## config.mk

```make
export PLATFORM = sky130hd
export DESIGN_NAME = qsys_led_pwm_fader
export DESIGN_NICKNAME = d
export VERILOG_FILES = /design/src/rtl/qsys_led_pkg.sv /design/src/rtl/qsys_led_pwm_channel.sv /design/src/rtl/qsys_led_pwm_fader.sv
export SDC_FILE = /design/constraint.sdc
export NUM_CORES = 1
export LEC_CHECK = 0
export BUFFER_PORTS_ARGS = -buffer_cell sky130_fd_sc_hd__clkbuf_2
export CORE_AREA = 5 5 114 196
export CTS_CLUSTER_DIAMETER = 150
export DETAILED_ROUTE_END_ITERATION = 12
export DIE_AREA = 0 0 119 201
export PLACE_DENSITY = 0.6
export SLEW_MARGIN = 25
export SYNTH_ARGS = -nofsm -noshare
export SYNTH_HDL_FRONTEND = slang
export SYNTH_HIERARCHICAL = 1
export SYNTH_SLANG_ARGS = --single-unit
```

## constraint.sdc

```tcl
create_clock -name csi_MCLK_clk -period 5.3 [get_ports csi_MCLK_clk]
set_clock_uncertainty 0.2 [all_clocks]
set_input_delay 0.53 -clock csi_MCLK_clk [delete_from_list [all_inputs] [get_ports csi_MCLK_clk]]
set_output_delay 0.53 -clock csi_MCLK_clk [all_outputs]
set_load 0.01 [all_outputs]
```

## src/rtl/qsys_led_pkg.sv

```systemverilog
// Shared register map and CTRL field positions for the LED PWM fader.
package qsys_led_pkg;

  localparam logic [3:0] ADDR_CTRL    = 4'd0;
  localparam logic [3:0] ADDR_STAT    = 4'd1;
  localparam logic [3:0] ADDR_TARGET0 = 4'd2;
  localparam logic [3:0] ADDR_LEVEL0  = 4'd8;

  localparam int ST_EN_BIT    = 31;
  localparam int FADE_EN_BIT  = 30;
  localparam int FADE_DIV_MSB = 15;

endpackage

```

## src/rtl/qsys_led_pwm_channel.sv

```systemverilog
// One LED channel: target/current/applied levels, fade step and PWM compare.
module qsys_led_pwm_channel
  import qsys_led_pkg::*;
#(
  parameter int PWM_W      = 8,
  parameter bit ACTIVE_LOW = 1'b1
) (
  input  logic             clk_i,
  input  logic             rst_i,
  input  logic             mm_we_i,
  input  logic [31:0]      mm_wdata_i,
  input  logic [3:0]       mm_be_i,
  input  logic             st_we_i,
  input  logic [PWM_W-1:0] st_data_i,
  input  logic             fade_en_i,
  input  logic             tick_i,
  input  logic             wrap_i,
  input  logic [PWM_W-1:0] pwm_cnt_i,
  output logic [PWM_W-1:0] target_o,
  output logic [PWM_W-1:0] current_o,
  output logic             busy_o,
  output logic             led_o
);

  logic [PWM_W-1:0] target_q, target_d;
  logic [PWM_W-1:0] current_q, current_d;
  logic [PWM_W-1:0] applied_q, applied_d;
  logic             led_q, led_d;

  // Next-state: ST beat has priority; MM writes merge per enabled byte lane.
  always_comb begin
    target_d = target_q;
    if (st_we_i) begin
      target_d = st_data_i;
    end else if (mm_we_i) begin
      for (int b = 0; b < PWM_W; b++) begin
        if (mm_be_i[b / 8]) target_d[b] = mm_wdata_i[b];
      end
    end

    // Without fading the level snaps to the target; with fading it steps one LSB per tick.
    current_d = current_q;
    if (!fade_en_i) begin
      current_d = target_q;
    end else if (tick_i) begin
      if (current_q < target_q)      current_d = current_q + 1'b1;
      else if (current_q > target_q) current_d = current_q - 1'b1;
    end

    // Duty is only picked up on the last count of a period so pulses never get truncated.
    applied_d = wrap_i ? current_q : applied_q;
    led_d     = (pwm_cnt_i < applied_q) ^ ACTIVE_LOW;
  end

  // Channel state; reset drives the pin to its off level immediately.
  always_ff @(posedge clk_i or posedge rst_i) begin
    if (rst_i) begin
      target_q  <= '0;
      current_q <= '0;
      applied_q <= '0;
      led_q     <= ACTIVE_LOW;
    end else begin
      target_q  <= target_d;
      current_q <= current_d;
      applied_q <= applied_d;
      led_q     <= led_d;
    end
  end

  assign target_o  = target_q;
  assign current_o = current_q;
  assign busy_o    = (current_q != target_q);
  assign led_o     = led_q;

endmodule

```

## src/rtl/qsys_led_pwm_fader.sv

```systemverilog
// N-channel PWM LED driver with fade, Avalon-MM control and Avalon-ST targets.
module qsys_led_pwm_fader
  import qsys_led_pkg::*;
#(
  parameter int CH         = 3,
  parameter int PWM_W      = 8,
  parameter bit ACTIVE_LOW = 1'b1
) (
  input  logic                  csi_MCLK_clk,
  input  logic                  rsi_MRST_reset,
  input  logic [3:0]            avs_LEDD_address,
  input  logic [31:0]           avs_LEDD_writedata,
  output logic [31:0]           avs_LEDD_readdata,
  input  logic [3:0]            avs_LEDD_byteenable,
  input  logic                  avs_LEDD_write,
  input  logic                  avs_LEDD_read,
  output logic                  avs_LEDD_waitrequest,
  input  logic [CH*PWM_W-1:0]   asi_LEDS_data,
  input  logic                  asi_LEDS_valid,
  output logic                  asi_LEDS_ready,
  output logic [CH-1:0]         coe_LED
);

  logic                   st_en_q, fade_en_q;
  logic [FADE_DIV_MSB:0]  fade_div_q;
  logic [FADE_DIV_MSB:0]  tick_cnt_q, tick_cnt_d;
  logic [PWM_W-1:0]       pwm_cnt_q;
  logic                   ctrl_we, div_we, tick, wrap, st_we;
  logic [PWM_W-1:0]       target_w [CH];
  logic [PWM_W-1:0]       level_w  [CH];
  logic [CH-1:0]          busy_w;

  assign ctrl_we = avs_LEDD_write && (avs_LEDD_address == ADDR_CTRL);
  assign div_we  = ctrl_we && (|avs_LEDD_byteenable[1:0]);
  assign tick    = (tick_cnt_q == fade_div_q);
  assign wrap    = &pwm_cnt_q;
  // Ready is the registered st_en, so a beat arriving with a CTRL write that clears st_en still lands.
  assign st_we   = st_en_q && asi_LEDS_valid;

  assign avs_LEDD_waitrequest = rsi_MRST_reset;
  assign asi_LEDS_ready       = st_en_q;

  // Tick counter restarts on a tick or whenever the divider lanes are written.
  always_comb begin
    tick_cnt_d = tick_cnt_q + 1'b1;
    if (div_we || tick) tick_cnt_d = '0;
  end

  // CTRL register: enables on byte lane 3, fade divider on lanes 1:0.
  always_ff @(posedge csi_MCLK_clk or posedge rsi_MRST_reset) begin
    if (rsi_MRST_reset) begin
      st_en_q    <= 1'b0;
      fade_en_q  <= 1'b0;
      fade_div_q <= '0;
    end else if (ctrl_we) begin
      if (avs_LEDD_byteenable[3]) begin
        st_en_q   <= avs_LEDD_writedata[ST_EN_BIT];
        fade_en_q <= avs_LEDD_writedata[FADE_EN_BIT];
      end
      if (avs_LEDD_byteenable[1]) fade_div_q[15:8] <= avs_LEDD_writedata[15:8];
      if (avs_LEDD_byteenable[0]) fade_div_q[7:0]  <= avs_LEDD_writedata[7:0];
    end
  end

  // Fade tick divider and shared free-running PWM counter.
  always_ff @(posedge csi_MCLK_clk or posedge rsi_MRST_reset) begin
    if (rsi_MRST_reset) begin
      tick_cnt_q <= '0;
      pwm_cnt_q  <= '0;
    end else begin
      tick_cnt_q <= tick_cnt_d;
      pwm_cnt_q  <= pwm_cnt_q + 1'b1;
    end
  end

  for (genvar gi = 0; gi < CH; gi++) begin : g_ch
    localparam logic [3:0] TGT_ADDR = ADDR_TARGET0 + 4'(gi);
    logic mm_we;
    assign mm_we = avs_LEDD_write && !st_en_q && (avs_LEDD_address == TGT_ADDR);

    qsys_led_pwm_channel #(
      .PWM_W      (PWM_W),
      .ACTIVE_LOW (ACTIVE_LOW)
    ) u_ch (
      .clk_i      (csi_MCLK_clk),
      .rst_i      (rsi_MRST_reset),
      .mm_we_i    (mm_we),
      .mm_wdata_i (avs_LEDD_writedata),
      .mm_be_i    (avs_LEDD_byteenable),
      .st_we_i    (st_we),
      .st_data_i  (asi_LEDS_data[(CH-1-gi)*PWM_W +: PWM_W]),
      .fade_en_i  (fade_en_q),
      .tick_i     (tick),
      .wrap_i     (wrap),
      .pwm_cnt_i  (pwm_cnt_q),
      .target_o   (target_w[gi]),
      .current_o  (level_w[gi]),
      .busy_o     (busy_w[gi]),
      .led_o      (coe_LED[gi])
    );
  end

  // Zero-latency read mux; unmapped addresses return 0.
  always_comb begin
    avs_LEDD_readdata = '0;
    if (avs_LEDD_read) begin
      if (avs_LEDD_address == ADDR_CTRL) begin
        avs_LEDD_readdata[ST_EN_BIT]        = st_en_q;
        avs_LEDD_readdata[FADE_EN_BIT]      = fade_en_q;
        avs_LEDD_readdata[FADE_DIV_MSB:0]   = fade_div_q;
      end else if (avs_LEDD_address == ADDR_STAT) begin
        avs_LEDD_readdata[CH-1:0] = busy_w;
      end
      for (int i = 0; i < CH; i++) begin
        if (avs_LEDD_address == ADDR_TARGET0 + 4'(i)) avs_LEDD_readdata[PWM_W-1:0] = target_w[i];
        if (avs_LEDD_address == ADDR_LEVEL0 + 4'(i))  avs_LEDD_readdata[PWM_W-1:0] = level_w[i];
      end
    end
  end

endmodule
```

==> results of run 1 <==
cells in the final DEF (no fill, tap or decap), types with 5 or more instances in the layout:
master and count:
a21o_1 9, a21oi_1 56, a22oi_1 9, and2_1 16, and4_1 5, buf_4 5, clkbuf_16 17, clkbuf_2 76
conb_1 14, dfrtp_1 113, ha_1 68, inv_1 61, mux2_1 6, mux2_2 19, mux2i_1 40, nand2_1 80
nand2b_1 11, nand3_1 19, nand4_1 14, nor2_1 34, nor2b_1 9, nor3_1 27, o21a_1 6, o21ai_0 53
o21ai_1 6, o221a_1 5, o22ai_1 8, or3_1 7, xnor2_1 36, xor2_1 12
synthesized netlist by cell type, drive strengths merged, types with 8 or more instances:
master / count / area share
o22ai: 8 / 0.0062
a22oi: 9 / 0.0084
inv: 64 / 0.030
nor2b: 9 / 0.0070
mux2i: 40 / 0.050
a21o: 9 / 0.0084
xnor2: 36 / 0.039
o21ai: 59 / 0.037
a21oi: 59 / 0.038
xor2: 12 / 0.013
dfrtp: 114 / 0.36
buf: 22 / 0.019
nand2: 82 / 0.039
nand3: 19 / 0.012
nand4: 14 / 0.011
nand2b: 11 / 0.0086
clkbuf: 21 / 0.0098
nor2: 38 / 0.019
nor3: 27 / 0.017
and2: 16 / 0.012
mux2: 25 / 0.035
ha: 68 / 0.11
flip-flops by register name (all words and copies together), names as in the netlist:
name                 count
g_ch.u_ch/led_o          3
tick_cnt_q              16
asi_LEDS_ready           1
g_ch.u_ch/target_o      24
g_ch.u_ch/current_o     24
fade_en_q                1
pwm_cnt_q                8
fade_div_q              16
g_ch.u_ch/applied_q     24
per-layer routing:
metal  share of wire  routed length, um  vias to the layer above  global-route usage
met5               0                  0                        -                   0
met4           0.056               1250                        0               0.111
met3           0.040                877                       58              0.0285
met2            0.54              11900                      183               0.356
met1            0.37               8080                     3123               0.199
li1                -                  -                     3170                   -
worst max-delay path, delay by kind of cell, from the launching register on:
| family | cells | cell delay [ns] |
|---|---|---|
| AOI/OAI and AO/OA | 6 | 1.10 |
| and+or+nand+nor | 4 | 0.94 |
| adders and majority gates | 2 | 0.69 |
| DFF | 1 | 0.54 |
area by class of cell:
type / instances / area (um2)
Fill cell: 2086 / 11500
Multi-Input combinational cell: 647 / 4660
Sequential cell: 117 / 2930
Clock buffer: 24 / 492
Timing Repair Buffer: 82 / 428
Tap cell: 252 / 315
Inverter: 64 / 240
Clock inverter: 8 / 97.6
logic make-up after synthesis:
kind of cell	after synthesis	synth area share
DFF	117	0.366
adders and majority gates	71	0.114
muxes	65	0.0851
buffers and inverters	107	0.0592
xor gates and xnor gates	48	0.0524
other	1	0.000468
AOI/OAI and AO/OA	197	0.161
and+or+nand+nor	252	0.162
power by group:
group | switching, mW | internal (mW) | leakage (nW)
Clock | 0.420 | 0.738 | 0.282
Sequential | 0.349 | 1.11 | 1.49
Combinational | 1.21 | 1.02 | 2.47
how the worst max path moves through the flow:
stage	startpoint	end	slack, ns	depth (start not counted)
final	g_ch[1].u_ch/current_o[1]$_DFFE_PP0P_	g_ch[1].u_ch/current_o[7]$_DFFE_PP0P_	1.70	12
after global routing	g_ch[1].u_ch/current_o[1]$_DFFE_PP0P_	g_ch[1].u_ch/current_o[7]$_DFFE_PP0P_	1.45	12
after CTS	g_ch[1].u_ch/current_o[1]$_DFFE_PP0P_	g_ch[1].u_ch/current_o[7]$_DFFE_PP0P_	1.68	12
after detailed placement	g_ch[2].u_ch/current_o[1]$_DFFE_PP0P_	g_ch[2].u_ch/current_o[7]$_DFFE_PP0P_	1.71	12
after global placement	g_ch[0].u_ch/current_o[1]$_DFFE_PP0P_	g_ch[0].u_ch/current_o[7]$_DFFE_PP0P_	1.76	12
after floorplan	g_ch[2].u_ch/current_o[1]$_DFFE_PP0P_	g_ch[2].u_ch/current_o[7]$_DFFE_PP0P_	2.12	12
==> flow_summary_export.csv, run 1 <==
group,metric,value,unit
outcome,status,"finished clean",
floorplanning,die_area,0.0239,mm2
clocking,cts_resized,0,
setup_path,ff2ff_setup_slack,1.70,ns
min_path,hold_path.class,"in -> reg",
finish,antenna_cells,0,
logic_synthesis,syn_inst,858,
finish,nets,1069,
logic_synthesis,synthDistinctLibCells,64,
setup_path,crit_type,"reg -> reg",
setup_path,critical_path.endpoint_type,"flop",
timing,tightest_slew,0.916,ns
logic_synthesis,synth-edff-count,0,
setup_path,worstReg2RegEnd,"g_ch[1].u_ch/current_o[7]$_DFFE_PP0P_",
min_path,whs_path_depth,3,
timing,min_period_over_period,0.680,
power,ir_drop,0.000276,V
min_path,hold_end,"g_ch[2].u_ch/target_o[5]$_DFFE_PP0P_",
setup_path,worstPathRequired,5.40,ns
timing,grt_setup_unrepaired,"false",
route,totalWireLength,22100,um
setup_path,crit_path_max_incr_delay,0.54,ns
finish,layout.cells.non_filler,1194,
route,first_iter_violations,229,
placement,postPlaceCellArea,0.00857,mm2
route,drc,0,
route,drtPass1Iterations,4,
clocking,h-tree-depth,4,
clocking,clkLatencyLatePin,0.42,ns
setup_path,crit_fanout,8,
clocking,clk_pin_slew,0.05,ns
route,post_drt_wl_per_cell,18.5,um
setup_path,reg2reg_from,"g_ch[1].u_ch/current_o[1]$_DFFE_PP0P_",
placement,pre_cts_ws,1.71,ns
flow_run,maxCapViolations,0,
placement,place.gp.congestion,0.892,
grt,grt_pass1_vias,6730,
route,ant_nets,0,
logic_synthesis,syn_area,0.00802,mm2
clocking,root_buffer,"clkbuf_16",
route,via_per_inst,5.47,
grt,grt_usage,0.191,
setup_path,cp_common_cell,"ha_1",
floorplanning,ios,106,
finish,syn2layout_area_growth,14.3,%
grt,grt_pass1_wl,36000,um
floorplanning,coreArea,0.0207,mm2
grt,grt_overflow,0,
timing,finalSetupViolations,0,
setup_path,start_kind,"flop",
setup_path,worst_path_max_delay_cell,"dfrtp_1",
floorplanning,die_w,119,um
power,power_leakage,4.24,nW
min_path,hp-start,"asi_LEDS_data[5]",
power,finalPower,4.85,mW
setup_path,worstPathCellList,"ha_1 -> nor2b_1 -> o21ai_1 -> a21bo_2 -> nand2_1 -> ha_1 -> a21oi_2 -> o211ai_2 -> o41ai_2 -> and3b_1 -> o2111ai_1 -> or3b_1",
power,power.density,529,mW/mm2
timing,max-slew-margin-rel,0.388,
logic_synthesis,synth-seq-cells,117,
timing,hold_ws,0.112,ns
finish,final_util,0.443,
route,vias,6534,
logic_synthesis,yosysWarnings,6,
timing,finalHoldViolCount,0,
grt,grt_max_degree,56,
clocking,numCtsBuffers,17,
clocking,clockBufferDepth,2,
timing,final_max_slew_viol_count,0,
timing,tns,0,ns
setup_path,r2r_cells,12,
finish,drive_gt1_frac,0.171,
floorplanning,rows,70,
floorplanning,die_height,201,um
logic_synthesis,synth_ff_type,"dfrtp_1",
floorplanning,start_util,0.388,
placement,dpl.hpwl,17300,um
logic_synthesis,yosysSeqAreaShare,0.366,
logic_synthesis,synth-async-reset-ratio,1.00,
grt,antenna_found_initial,0,
timing,min_period,3.60,ns
finish,final_cell_area,0.00917,mm2
logic_synthesis,avgSynthCellArea,9.34,um2
clocking,cts_num_sinks,117,
clocking,cts_tree,"yes",
clocking,post_cts_buffers,0,
clocking,ctsHoldBuffers,1,
timing,fin_ws,1.70,ns
placement,io_buffers,76,
timing,fmax,278,MHz
setup_path,worstPathArrival,3.70,ns
placement,dp_cells,1161,
No activity file was read; power rests on OpenSTA's default activity.
==> inputs of run 2 (changes only) <==
--- a/config.mk
+++ b/config.mk
@@ -5,11 +5,12 @@
 export SDC_FILE = /design/constraint.sdc
 export NUM_CORES = 1
 export LEC_CHECK = 0
+export ABC_AREA = 1
 export BUFFER_PORTS_ARGS = -buffer_cell sky130_fd_sc_hd__clkbuf_2
-export CORE_AREA = 5 5 114 196
+export CORE_AREA = 5 5 116 200
 export CTS_CLUSTER_DIAMETER = 150
 export DETAILED_ROUTE_END_ITERATION = 12
-export DIE_AREA = 0 0 119 201
+export DIE_AREA = 0 0 121 205
 export PLACE_DENSITY = 0.6
 export SLEW_MARGIN = 25
 export SYNTH_ARGS = -nofsm -noshare
==> constraint.sdc (replaced) <==
create_clock -name csi_MCLK_clk -period 3.8 [get_ports csi_MCLK_clk]
set_clock_uncertainty 0.2 [all_clocks]
set_input_delay 0.38 -clock csi_MCLK_clk [delete_from_list [all_inputs] [get_ports csi_MCLK_clk]]
set_output_delay 0.38 -clock csi_MCLK_clk [all_outputs]
set_load 0.01 [all_outputs]
==> run 2 against run 1 <==
Against the previous run:
- the flow now finishes with violations (hold timing)
- worst setup slack got worse by 0.96 ns
- first-iteration DRC count increased by 35%
- global-route usage increased by 0.65 points
- critical endpoint is now avs_LEDD_readdata[2]
- sequential power increased by 30%
- count of clock-buffer cells in the layout decreased by 6
- worst hold slack got worse by 0.11 ns
- die area increased by 3.7%
- highest routed layer unchanged
- synthesized area increased by 4.5%
==> flow_summary_export.csv, run 2 <==
group,metric,value,unit
outcome,status,"complete, but fails checks",
outcome,violations,"hold timing",
finish,antenna_cells,0,
logic_synthesis,synth_ff_type,"dfrtp_1",
logic_synthesis,yosysWarnings,6,
setup_path,crit_path_max_incr_delay,0.47,ns
finish,nFillCells,2194,
clocking,cts_num_sinks,117,
flow_run,maxCapViolations,0,
placement,pre_cts_ws,0.969,ns
grt,met1_usage,0.190,
grt,grt-busiest-layer,"met2",
power,power.density,638,mW/mm2
finish,nets,1357,
setup_path,worst_path_max_delay_cell,"dfrtp_1",
finish,layout_commonest_cell,"nand2_1",
setup_path,crit_type,"reg -> out",
floorplanning,start_util,0.391,
floorplanning,rows,71,
setup_path,worstPathCellList,"inv_1 -> ha_1 -> nand3_2 -> nor3_4 -> inv_1 -> nand3_1 -> nand3_1 -> nand2_1 -> nand3_1 -> nand2_1 -> a21oi_1 -> clkbuf_2",
floorplanning,ios,106,
grt,grt_overflow,0,
timing,hold_ws,-0.000294,ns
timing,min_period_over_period,0.805,
placement,dp_cells,1476,
route,via_per_inst,4.82,
setup_path,worstPathArrival,2.48,ns
placement,dpl.hpwl,18800,um
route,post_drt_wl_per_cell,15.3,um
power,ir_drop,0.000352,V
logic_synthesis,avgSynthCellArea,7.46,um2
grt,grt_pass1_wl,37700,um
finish,syn2layout_area_growth,16.7,%
timing,finalSetupViolations,0,
min_path,hold_path.class,"in -> reg",
setup_path,cp_common_cell,"nand3_1",
floorplanning,die_area,0.0248,mm2
setup_path,ff2ff_setup_slack,0.93,ns
finish,drive_gt1_frac,0.158,
route,drc,0,
clocking,cts_tree,"yes",
grt,antenna_found_initial,0,
route,totalWireLength,23200,um
clocking,root_buffer,"clkbuf_16",
setup_path,critical_path.endpoint_type,"primary output",
clocking,numCtsBuffers,17,
timing,grt_setup_unrepaired,"false",
logic_synthesis,synth_area_leader_cell,"dfrtp_1",
logic_synthesis,synthTopCellsByArea,"dfrtp_1, nand2_1, ha_1",
timing,finalHoldViolCount,1,
setup_path,crit_fanout,6,
floorplanning,die_height,205,um
timing,fmax,327,MHz
logic_synthesis,synth-edff-count,0,
floorplanning,coreArea,0.0214,mm2
setup_path,worstPathRequired,3.22,ns
clocking,clk_pin_slew,0.05,ns
logic_synthesis,yosys-top-cells-count,"nand2_1, inv_1, dfrtp_1, nor2_1",
grt,grt.met2_usage,0.382,
timing,fin_ws,0.739,ns
clocking,h-tree-depth,4,
placement,place.gp.congestion,0.948,
timing,max-slew-margin-rel,0.603,
grt,grt_max_degree,49,
route,drtPass1Iterations,4,
route,ant_nets,0,
logic_synthesis,synth-async-reset-ratio,1.00,
timing,final_max_slew_viol_count,0,
grt,grt_util_met3,0.0279,
logic_synthesis,syn_area,0.00838,mm2
route,vias,7329,
route,first_iter_violations,310,
timing,tightest_slew,0.595,ns
logic_synthesis,synth_most_common_cell,"nand2_1",
logic_synthesis,synth_top_cell_area_share,0.340,
setup_path,start_kind,"flop",
clocking,post_cts_buffers,0,
finish,layout_common_cells,"nand2_1, inv_1, dfrtp_1",
clocking,clkLatencyLatePin,0.43,ns
finish,final_util,0.457,
grt,grt_usage,0.197,
clocking,clockBufferDepth,2,
floorplanning,die_w,121,um
logic_synthesis,syn_inst,1123,
power,power_leakage,5.05,nW
logic_synthesis,yosysSeqAreaShare,0.350,
logic_synthesis,synth-seq-cells,117,
grt,grt_pass1_vias,7596,
placement,io_buffers,76,
logic_synthesis,synthDistinctLibCells,37,
timing,min_period,3.06,ns
finish,layout.cells.non_filler,1521,
timing,tns,0,ns
-- run 2: cell count changes after synthesis, moves of 27 or more --
cell	before	now
a31oi_1	0	27
inv_1	64	155
mux2i_1	40	0
nand2_1	80	312
nand3_1	19	68
nor2_1	34	83
xnor2_1	36	7
-- run 2: path summary, 6_finish.rpt --
check	start	cells past startpoint	end
hold reg to reg	g_ch[1].u_ch/applied_q[2]$_DFFE_PP0P_	2	g_ch[1].u_ch/applied_q[2]$_DFFE_PP0P_
min in group asynchronous	rsi_MRST_reset	3	g_ch[1].u_ch/current_o[6]$_DFFE_PP0P_
max in group asynchronous	rsi_MRST_reset	4	fade_div_q[5]$_DFFE_PP0P_
hold / removal	asi_LEDS_data[3]	3	g_ch[2].u_ch/target_o[3]$_DFFE_PP0P_
setup / recovery	g_ch[2].u_ch/current_o[0]$_DFFE_PP0P_	12	avs_LEDD_readdata[2]
setup reg to reg	g_ch[2].u_ch/current_o[5]$_DFFE_PP0P_	13	g_ch[2].u_ch/current_o[7]$_DFFE_PP0P_
-- run 2: critical path, delay by kind of cell, from the launching register on --
| kind | cells | cell delay [ns] |
|---|---|---|
| compound gates | 1 | 0.10 |
| fa+ha+maj | 1 | 0.30 |
| buf+inv | 3 | 0.37 |
| flops | 1 | 0.47 |
| simple gates | 7 | 0.79 |
-- run 2: area by class of cell --
type / count / area (um2) / share of cell area
Inverter: 167 / 627 / 0.0641
Multi-Input combinational cell: 820 / 4660 / 0.476
Clock inverter: 13 / 206 / 0.0211
Clock buffer: 18 / 439 / 0.0449
Tap cell: 292 / 365 / 0.0374
Sequential cell: 117 / 2930 / 0.300
Timing Repair Buffer: 94 / 551 / 0.0563
-- run 2: cell families after synthesis --
group / after synthesis / share of synthesized area
AOI/OAI and AO/OA: 139 / 0.0923
xor gates and xnor gates: 40 / 0.0418
adders and majority gates: 71 / 0.109
buffers and inverters: 199 / 0.101
DFF: 117 / 0.350
other: 1 / 0.000447
and+or+nand+nor: 556 / 0.306
-- run 2: what timing repair did --
action | in CTS | in global routing
hold buffers | 14 | 0
endpoints found under the hold margin | 29 | 0
resized for setup | 0 | 0
-- run 2: through the flow --
step	power, mW	instance area [um2]
after global routing	6.76	9780
final	6.23	9780
after CTS	6.28	9780
after detailed placement	4.47	8990
after floorplan	3.85	8430
after global placement	4.42	8990
-- run 2: layer usage --
layer | share of wire | wire, um
met2 | 0.56 | 13000
met4 | 0.057 | 1330
met1 | 0.35 | 8230
met3 | 0.028 | 640
met5 | 0 | 0
-- run 2: power breakdown --
part / total [mW] / switching, mW / internal [mW]
logic: 2.58 / 1.57 / 1.01
clock network: 1.76 / 0.591 / 1.17
registers: 1.90 / 0.395 / 1.50
